## src/rtl/pipeline_pkg.sv

```systemverilog
// Types and default widths shared by the fetch stage and the decode stage that
// consumes the IF/ID register.
package pipeline_pkg;

  localparam int          ADDR_W_DEF    = 32;
  localparam int          INSTR_W_DEF   = 32;
  localparam int          CNT_W_DEF     = 16;
  localparam logic [31:0] RESET_PC_DEF  = 32'h0000_0000;
  localparam logic [31:0] NOP_INSTR_DEF = 32'h0000_0000;

  typedef enum logic {
    RUN  = 1'b0,
    HOLD = 1'b1
  } fetch_state_t;

  // The decode stage relies on this field order, so do not reorder it.
  typedef struct packed {
    logic [ADDR_W_DEF-1:0]  pc;
    logic [ADDR_W_DEF-1:0]  pc4;
    logic [INSTR_W_DEF-1:0] instr;
    logic                   valid;
  } ifid_t;

endpackage

```

## src/rtl/instr_fetch_stage_if.sv

```systemverilog
// Instruction-memory read port: a 1-cycle-latency synchronous read.
// The fetch stage drives the master side and the memory drives the slave side.
interface instr_fetch_stage_if
  import pipeline_pkg::*;
#(
  parameter int ADDR_W  = ADDR_W_DEF,
  parameter int INSTR_W = INSTR_W_DEF
);
  logic               Imem_Rd_o;
  logic [ADDR_W-1:0]  Imem_Addr_o;
  logic [INSTR_W-1:0] Imem_Data_i;

  modport master (output Imem_Rd_o, output Imem_Addr_o, input Imem_Data_i);
  modport slave  (input Imem_Rd_o, input Imem_Addr_o, output Imem_Data_i);
endinterface

```

## src/rtl/instr_fetch_stage_if_id_reg.sv

```systemverilog
// IF/ID pipeline register. A flush inserts a bubble and keeps the PC fields.
// A flush takes priority over a load.
module if_id_reg
  import pipeline_pkg::*;
#(
  parameter logic [INSTR_W_DEF-1:0] NOP_INSTR = NOP_INSTR_DEF
) (
  input  logic  Clk,
  input  logic  Reset,
  input  logic  load,
  input  logic  flush,
  input  ifid_t d,
  output ifid_t q
);

  always_ff @(posedge Clk) begin
    if (!Reset) begin
      q.pc    <= '0;
      q.pc4   <= '0;
      q.instr <= NOP_INSTR;
      q.valid <= 1'b0;
    end else if (flush) begin
      q.instr <= NOP_INSTR;
      q.valid <= 1'b0;
    end else if (load) begin
      q <= d;
    end
  end

endmodule

```

## src/rtl/instr_fetch_stage.sv

```systemverilog
// Instruction fetch: owns the PC, issues reads to the instruction memory, and
// fills IF/ID. A skid register holds the in-flight read across a stall.
module instr_fetch_stage
  import pipeline_pkg::*;
#(
  parameter int                 ADDR_W    = ADDR_W_DEF,
  parameter int                 INSTR_W   = INSTR_W_DEF,
  parameter logic [ADDR_W-1:0]  RESET_PC  = RESET_PC_DEF,
  parameter logic [INSTR_W-1:0] NOP_INSTR = NOP_INSTR_DEF,
  parameter int                 CNT_W     = CNT_W_DEF
) (
  input  logic                      Clk,
  input  logic                      Reset,
  input  logic                      Stall_i,
  input  logic                      Redirect_i,
  input  logic [ADDR_W-1:0]         Redirect_PC_i,
  instr_fetch_stage_if.master       imem,
  output logic [ADDR_W-1:0]         IFID_PC_o,
  output logic [ADDR_W-1:0]         IFID_PC4_o,
  output logic [INSTR_W-1:0]        IFID_Instr_o,
  output logic                      IFID_Valid_o,
  output logic [CNT_W-1:0]          Fetch_Count_o
);

  fetch_state_t       state_reg, state_next;
  logic [ADDR_W-1:0]  pc_reg, pc_next;
  logic [ADDR_W-1:0]  req_pc_reg, req_pc_next;
  logic               req_valid_reg, req_valid_next;
  logic [INSTR_W-1:0] skid_instr_reg, skid_instr_next;
  logic               skid_valid_reg, skid_valid_next;
  logic [CNT_W-1:0]   count_reg, count_next;

  ifid_t ifid_d, ifid_q;
  logic  ifid_load, ifid_flush;

  assign imem.Imem_Rd_o   = Reset & ~Redirect_i & ~Stall_i;
  assign imem.Imem_Addr_o = pc_reg;

  always_ff @(posedge Clk) begin
    if (!Reset) begin
      state_reg      <= RUN;
      pc_reg         <= RESET_PC;
      req_pc_reg     <= '0;
      req_valid_reg  <= 1'b0;
      skid_instr_reg <= NOP_INSTR;
      skid_valid_reg <= 1'b0;
      count_reg      <= '0;
    end else begin
      state_reg      <= state_next;
      pc_reg         <= pc_next;
      req_pc_reg     <= req_pc_next;
      req_valid_reg  <= req_valid_next;
      skid_instr_reg <= skid_instr_next;
      skid_valid_reg <= skid_valid_next;
      count_reg      <= count_next;
    end
  end

  always_comb begin
    state_next      = state_reg;
    pc_next         = pc_reg;
    req_pc_next     = req_pc_reg;
    req_valid_next  = req_valid_reg;
    skid_instr_next = skid_instr_reg;
    skid_valid_next = skid_valid_reg;
    count_next      = count_reg;
    ifid_load       = 1'b0;
    ifid_flush      = 1'b0;

    // A slot with no outstanding read becomes a bubble carrying the NOP word.
    ifid_d.pc    = req_pc_reg;
    ifid_d.pc4   = req_pc_reg + ADDR_W'(4);
    ifid_d.valid = skid_valid_reg | req_valid_reg;
    ifid_d.instr = skid_valid_reg ? skid_instr_reg : imem.Imem_Data_i;
    if (!ifid_d.valid) ifid_d.instr = NOP_INSTR;

    if (Redirect_i) begin
      pc_next         = {Redirect_PC_i[ADDR_W-1:2], 2'b00};
      req_valid_next  = 1'b0;
      skid_valid_next = 1'b0;
      ifid_flush      = 1'b1;
      state_next      = RUN;
    end else if (Stall_i) begin
      // Capture only the first stalled cycle's data. Later cycles see stale memory output.
      if (req_valid_reg && !skid_valid_reg) begin
        skid_instr_next = imem.Imem_Data_i;
        skid_valid_next = 1'b1;
      end
      req_valid_next = 1'b0;
      state_next     = HOLD;
    end else begin
      ifid_load       = 1'b1;
      req_pc_next     = pc_reg;
      req_valid_next  = 1'b1;
      pc_next         = pc_reg + ADDR_W'(4);
      skid_valid_next = 1'b0;
      state_next      = RUN;
      if (ifid_d.valid) count_next = count_reg + CNT_W'(1);
    end
  end

  if_id_reg #(
    .NOP_INSTR (NOP_INSTR)
  ) u_if_id_reg (
    .Clk   (Clk),
    .Reset (Reset),
    .load  (ifid_load),
    .flush (ifid_flush),
    .d     (ifid_d),
    .q     (ifid_q)
  );

  assign IFID_PC_o     = ifid_q.pc;
  assign IFID_PC4_o    = ifid_q.pc4;
  assign IFID_Instr_o  = ifid_q.instr;
  assign IFID_Valid_o  = ifid_q.valid;
  assign Fetch_Count_o = count_reg;

endmodule
```

## src/flat_wrapper.sv

```systemverilog
// flat-port wrapper written by rule: the top's interface ports become plain ports
module instr_fetch_stage_flat import pipeline_pkg::*;
#(
  parameter int                 ADDR_W    = ADDR_W_DEF,
  parameter int                 INSTR_W   = INSTR_W_DEF,
  parameter logic [ADDR_W-1:0]  RESET_PC  = RESET_PC_DEF,
  parameter logic [INSTR_W-1:0] NOP_INSTR = NOP_INSTR_DEF,
  parameter int                 CNT_W     = CNT_W_DEF
)
  (Clk, Reset, Stall_i, Redirect_i, Redirect_PC_i, IFID_PC_o, IFID_PC4_o, IFID_Instr_o, IFID_Valid_o, Fetch_Count_o, imem_Imem_Rd_o, imem_Imem_Addr_o, imem_Imem_Data_i);
  instr_fetch_stage_if #(.ADDR_W(ADDR_W), .INSTR_W(INSTR_W)) imem_i ();
  input  logic Clk;
  input  logic Reset;
  input  logic Stall_i;
  input  logic Redirect_i;
  input  logic [ADDR_W-1:0] Redirect_PC_i;
  output logic [ADDR_W-1:0] IFID_PC_o;
  output logic [ADDR_W-1:0] IFID_PC4_o;
  output logic [INSTR_W-1:0] IFID_Instr_o;
  output logic IFID_Valid_o;
  output logic [CNT_W-1:0] Fetch_Count_o;
  output wire logic [$bits(imem_i.Imem_Rd_o)-1:0] imem_Imem_Rd_o;
  output wire logic [$bits(imem_i.Imem_Addr_o)-1:0] imem_Imem_Addr_o;
  input wire logic [$bits(imem_i.Imem_Data_i)-1:0] imem_Imem_Data_i;
  assign imem_Imem_Rd_o = imem_i.Imem_Rd_o;
  assign imem_Imem_Addr_o = imem_i.Imem_Addr_o;
  assign imem_i.Imem_Data_i = imem_Imem_Data_i;
  instr_fetch_stage #(.ADDR_W(ADDR_W), .INSTR_W(INSTR_W), .RESET_PC(RESET_PC), .NOP_INSTR(NOP_INSTR), .CNT_W(CNT_W)) u_core (.Clk(Clk), .Reset(Reset), .Stall_i(Stall_i), .Redirect_i(Redirect_i), .Redirect_PC_i(Redirect_PC_i), .imem(imem_i), .IFID_PC_o(IFID_PC_o), .IFID_PC4_o(IFID_PC4_o), .IFID_Instr_o(IFID_Instr_o), .IFID_Valid_o(IFID_Valid_o), .Fetch_Count_o(Fetch_Count_o));
endmodule
```

## config.mk

```make
export PLATFORM = sky130hd
export DESIGN_NAME = instr_fetch_stage_flat
export DESIGN_NICKNAME = d
export VERILOG_FILES = /design/src/rtl/pipeline_pkg.sv /design/src/rtl/instr_fetch_stage_if.sv /design/src/rtl/instr_fetch_stage_if_id_reg.sv /design/src/rtl/instr_fetch_stage.sv /design/src/flat_wrapper.sv
export SDC_FILE = /design/constraint.sdc
export NUM_CORES = 1
export LEC_CHECK = 0
export CAP_MARGIN = 15
export CORE_MARGIN = 5
export CORE_UTILIZATION = 46
export DETAILED_ROUTE_END_ITERATION = 8
export GPL_TIMING_DRIVEN = 0
export PLACE_DENSITY = 0.84
export SLEW_MARGIN = 10
export SYNTH_ARGS = -nofsm -noshare
export SYNTH_HDL_FRONTEND = slang
export SYNTH_HIERARCHICAL = 1
export SYNTH_SLANG_ARGS = --single-unit
```

## constraint.sdc

```tcl
create_clock -name Clk -period 2.3 [get_ports Clk]
set_input_delay 0.69 -clock Clk [delete_from_list [all_inputs] [get_ports Clk]]
set_output_delay 0.69 -clock Clk [all_outputs]
set_load 0.03 [all_outputs]
```

==> flow_summary.json <==
{
  "period_share_pct": 98.35,
  "ios": 214,
  "die-width_um": 154.9,
  "fin_cells": 1715,
  "worst-setup-path-type": "register to output pin",
  "tightest_slew_ns": 0.7669,
  "largest_reg_flops": 97,
  "avgSynthCellArea_um2": 8.169,
  "clock_latency_ns": 0.51,
  "antenna_left": 0,
  "ys_warn_count": 6,
  "yosys-top-cells-area": "dfxtp_1 43%, nand2_1 14%, mux2i_1 11%, a21oi_1 3.8%, xnor2_1 2.9%",
  "core-area_um2": 20820,
  "gp_congestion": 0.9317,
  "synthToLayoutAreaGrowth_pct": 33.38,
  "path_delay_family": "buffers and inverters",
  "drt_iter0_drc": 602,
  "cp.required_ns": 1.61,
  "gr-total-overflow": 0,
  "topRoutingLayerUsed": "met5",
  "status": "complete, no violations",
  "worst_clock_skew_ns": 0.008074,
  "routed_wirelength_um": 28670,
  "crit_chain": "clkdlybuf4s50_1",
  "postCtsHoldBufs": 0,
  "antenna_found_initial": 1,
  "rsz0062_at_grt": "no",
  "io_buffer_count": 209,
  "grt_pass1_wl_um": 45900,
  "finalSetupViolCount": 0,
  "synth_top_cell_area_share_pct": 42.88,
  "vias": 9313,
  "wl_met3_um": 2251,
  "synth-xor-area-share_pct": 3.988,
  "min_period_ns": 2.262,
  "synth-seq-cells": 207,
  "cp_slowest_stage_delay_ns": 0.69,
  "drtPass1Iterations": 5,
  "cts.sinks": 207,
  "cp_max_fo": 3,
  "drc": 0,
  "synth_top_family_by_area": "simple AND/OR/NAND/NOR gates",
  "ys.flop_type": "dfxtp_1",
  "viasPerCell": 5.430,
  "ys_async_sr_fraction_pct": 0,
  "maxCapViolations": 0,
  "power.leakage_uw": 0.004673,
  "drive_gt1_share_pct": 6.532,
  "grt_max_degree": 20,
  "crit_path_start_kind": "register",
  "drv_slew": 0,
  "ys_seq_area_share_pct": 42.88,
  "dr_wl_met2_um": 13420,
  "finalPower_uw": 8129,
  "worstPathArrival_ns": 1.57,
  "start_util_pct": 46.41,
  "vdd_drop_max_mv": 0.5369,
  "timing.fmax_ghz": 0.4421,
  "placedCellCount": 1672,
  "rows": 53,
  "max_slew_margin_pct": 48.40,
  "critPathSlowestCell": "clkdlybuf4s50_1",
  "finalHoldViolCount": 0,
  "die_h_um": 154.9,
  "cts_made_buffers": 23,
  "grt_pass1_vias": 9024,
  "synth_common_cells": "348 x nand2_1, 207 x dfxtp_1, 105 x mux2i_1",
  "tritoncts": "done",
  "synth_cell_types": 61,
  "power_density_nw_per_um2": 630.6,
  "die-area_um2": 24010,
  "final_nets": 1493,
  "holdCritPathClass": "register to register",
  "clk_pin_slew_worst_paths_ns": 0.06,
  "dp_hpwl_um": 21010,
  "muxShareOfSynthArea_pct": 10.88,
  "fillers": 1775,
  "synthAdderAreaFrac_pct": 0.3884,
  "synthCells": 1183,
  "synth_compound_area_share_pct": 9.542,
  "worstPathBufferInverterCount": 1,
  "yosysTopAreaCell": "dfxtp_1",
  "cts_max_level": 1,
  "syn_area_um2": 9664,
  "max-clock-path-buffers": 3,
  "cp-end-kind": "output pin",
  "synth_edf_count": 0,
  "yosysMostFrequentCell": "nand2_1",
  "grt_usage_pct": 22.99,
  "wl_per_cell_um": 16.72,
  "drt-met1-wl_um": 11950,
  "cts_root_buffer": "clkbuf_16",
  "synth_simple_gate_area_share_pct": 26.80
}
==> layer usage <==
layer,vias to the layer above,track usage [%]
li1,4508,-
met4,2,9.125
met5,-,0
met3,74,4.506
met1,4352,29.81
met2,377,37.77
==> worst min-delay path: cells and delay by family, from the launching register on <==
family	cells	cell delay, ns
flops	1	0.31
simple gates	1	0.05
mux	1	0.05
==> cell type report <==
cell class	instances	area [µm²]	area share [%]
diodes	1	2.502	0.01941
plain buffers	83	500.5	3.883
clock buffers	29	638.1	4.950
clock inverters	13	111.4	0.8639
inverters	12	47.55	0.3689
multi-input cells	883	5019	38.93
flip-flops and latches	207	4145	32.16
well taps	275	344.1	2.669
repair buffers	212	2082	16.15
==> path summary, 6_finish.rpt <==
kind	start	end	cells past startpoint	slack [ns]
worst max-delay path	u_core/imem.Imem_Addr_o[30]	imem_Imem_Addr_o[30]	1	0.04
worst min-delay path	u_core/u_if_id_reg/q[58]	u_core/u_if_id_reg/q[58]	2	0.45
worst max register to register	u_core/req_pc_reg[6]	u_core/u_if_id_reg/q[62]	6	0.14
worst min register to register	u_core/u_if_id_reg/q[58]	u_core/u_if_id_reg/q[58]	2	0.45
==> cells by family after synthesis <==
family / after synthesis
adder cells (fa/ha/maj): 3
XOR/XNOR: 44
buffers and inverters: 98
flip-flops: 207
AO/OA/AOI/OAI: 162
other: 1
AND/OR/NAND/NOR: 563
multiplexers: 105
==> repair_timing <==
item | CTS | global route
pin swaps | 0 | 2
setup endpoints to repair | 173 | 65
gates resized for setup | 57 | 14
setup buffers | 1 | 2
cloned | 0 | 0
hold endpoints to repair | 0 | 0
==> through the flow <==
step | hold slack, ns | util [%] | worst slack [ns] | TNS, ns | instance area [µm²]
detailed placement | 0.4463 | 58.25 | -1.802 | -144.31 | 12130
global placement | 0.4417 | 58.25 | -1.763 | -138.01 | 12130
floorplan | 0.4364 | - | -0.02664 | -0.02664 | 9693
global route | 0.4715 | 61.89 | 0.0006531 | 0 | 12890
CTS | 0.4540 | 61.80 | -0.1517 | -0.1517 | 12870
finish | 0.4528 | 61.90 | 0.03798 | 0 | 12890
==> where the power goes <==
part           leakage [µW]  internal (µW)  switching [µW]
Sequential          0.00168           3660            91.5
Clock              0.000367           2090            1490
Combinational       0.00263            331             469
==> layout by cell type (no fill, tap or decap), drive strengths merged, types with 3 or more instances in the layout <==
| cell type | instances |
|---|---|
| nand2 | 348 |
| dfxtp | 207 |
| clkdlybuf4s50 | 164 |
| mux2i | 105 |
| clkbuf | 83 |
| a21oi | 73 |
| nor2 | 65 |
| o21ai | 52 |
| buf | 35 |
| dlygate4sd2 | 34 |
| xnor2 | 32 |
| nand4 | 28 |
| nand3 | 23 |
| nor3 | 17 |
| nor4 | 15 |
| inv | 14 |
| and4 | 12 |
| xor2 | 12 |
| or3 | 11 |
| nor2b | 8 |
| dlymetal6s2s | 7 |
| a211oi | 7 |
| a311oi | 7 |
| nand2b | 7 |
| clkinv | 7 |
| and3 | 6 |
| conb | 6 |
| a31oi | 5 |
| or4 | 5 |
| nor3b | 4 |
| or2 | 4 |
| clkinvlp | 3 |
| o21a | 3 |
| ha | 3 |
No activity file was read; power rests on OpenSTA's default activity.
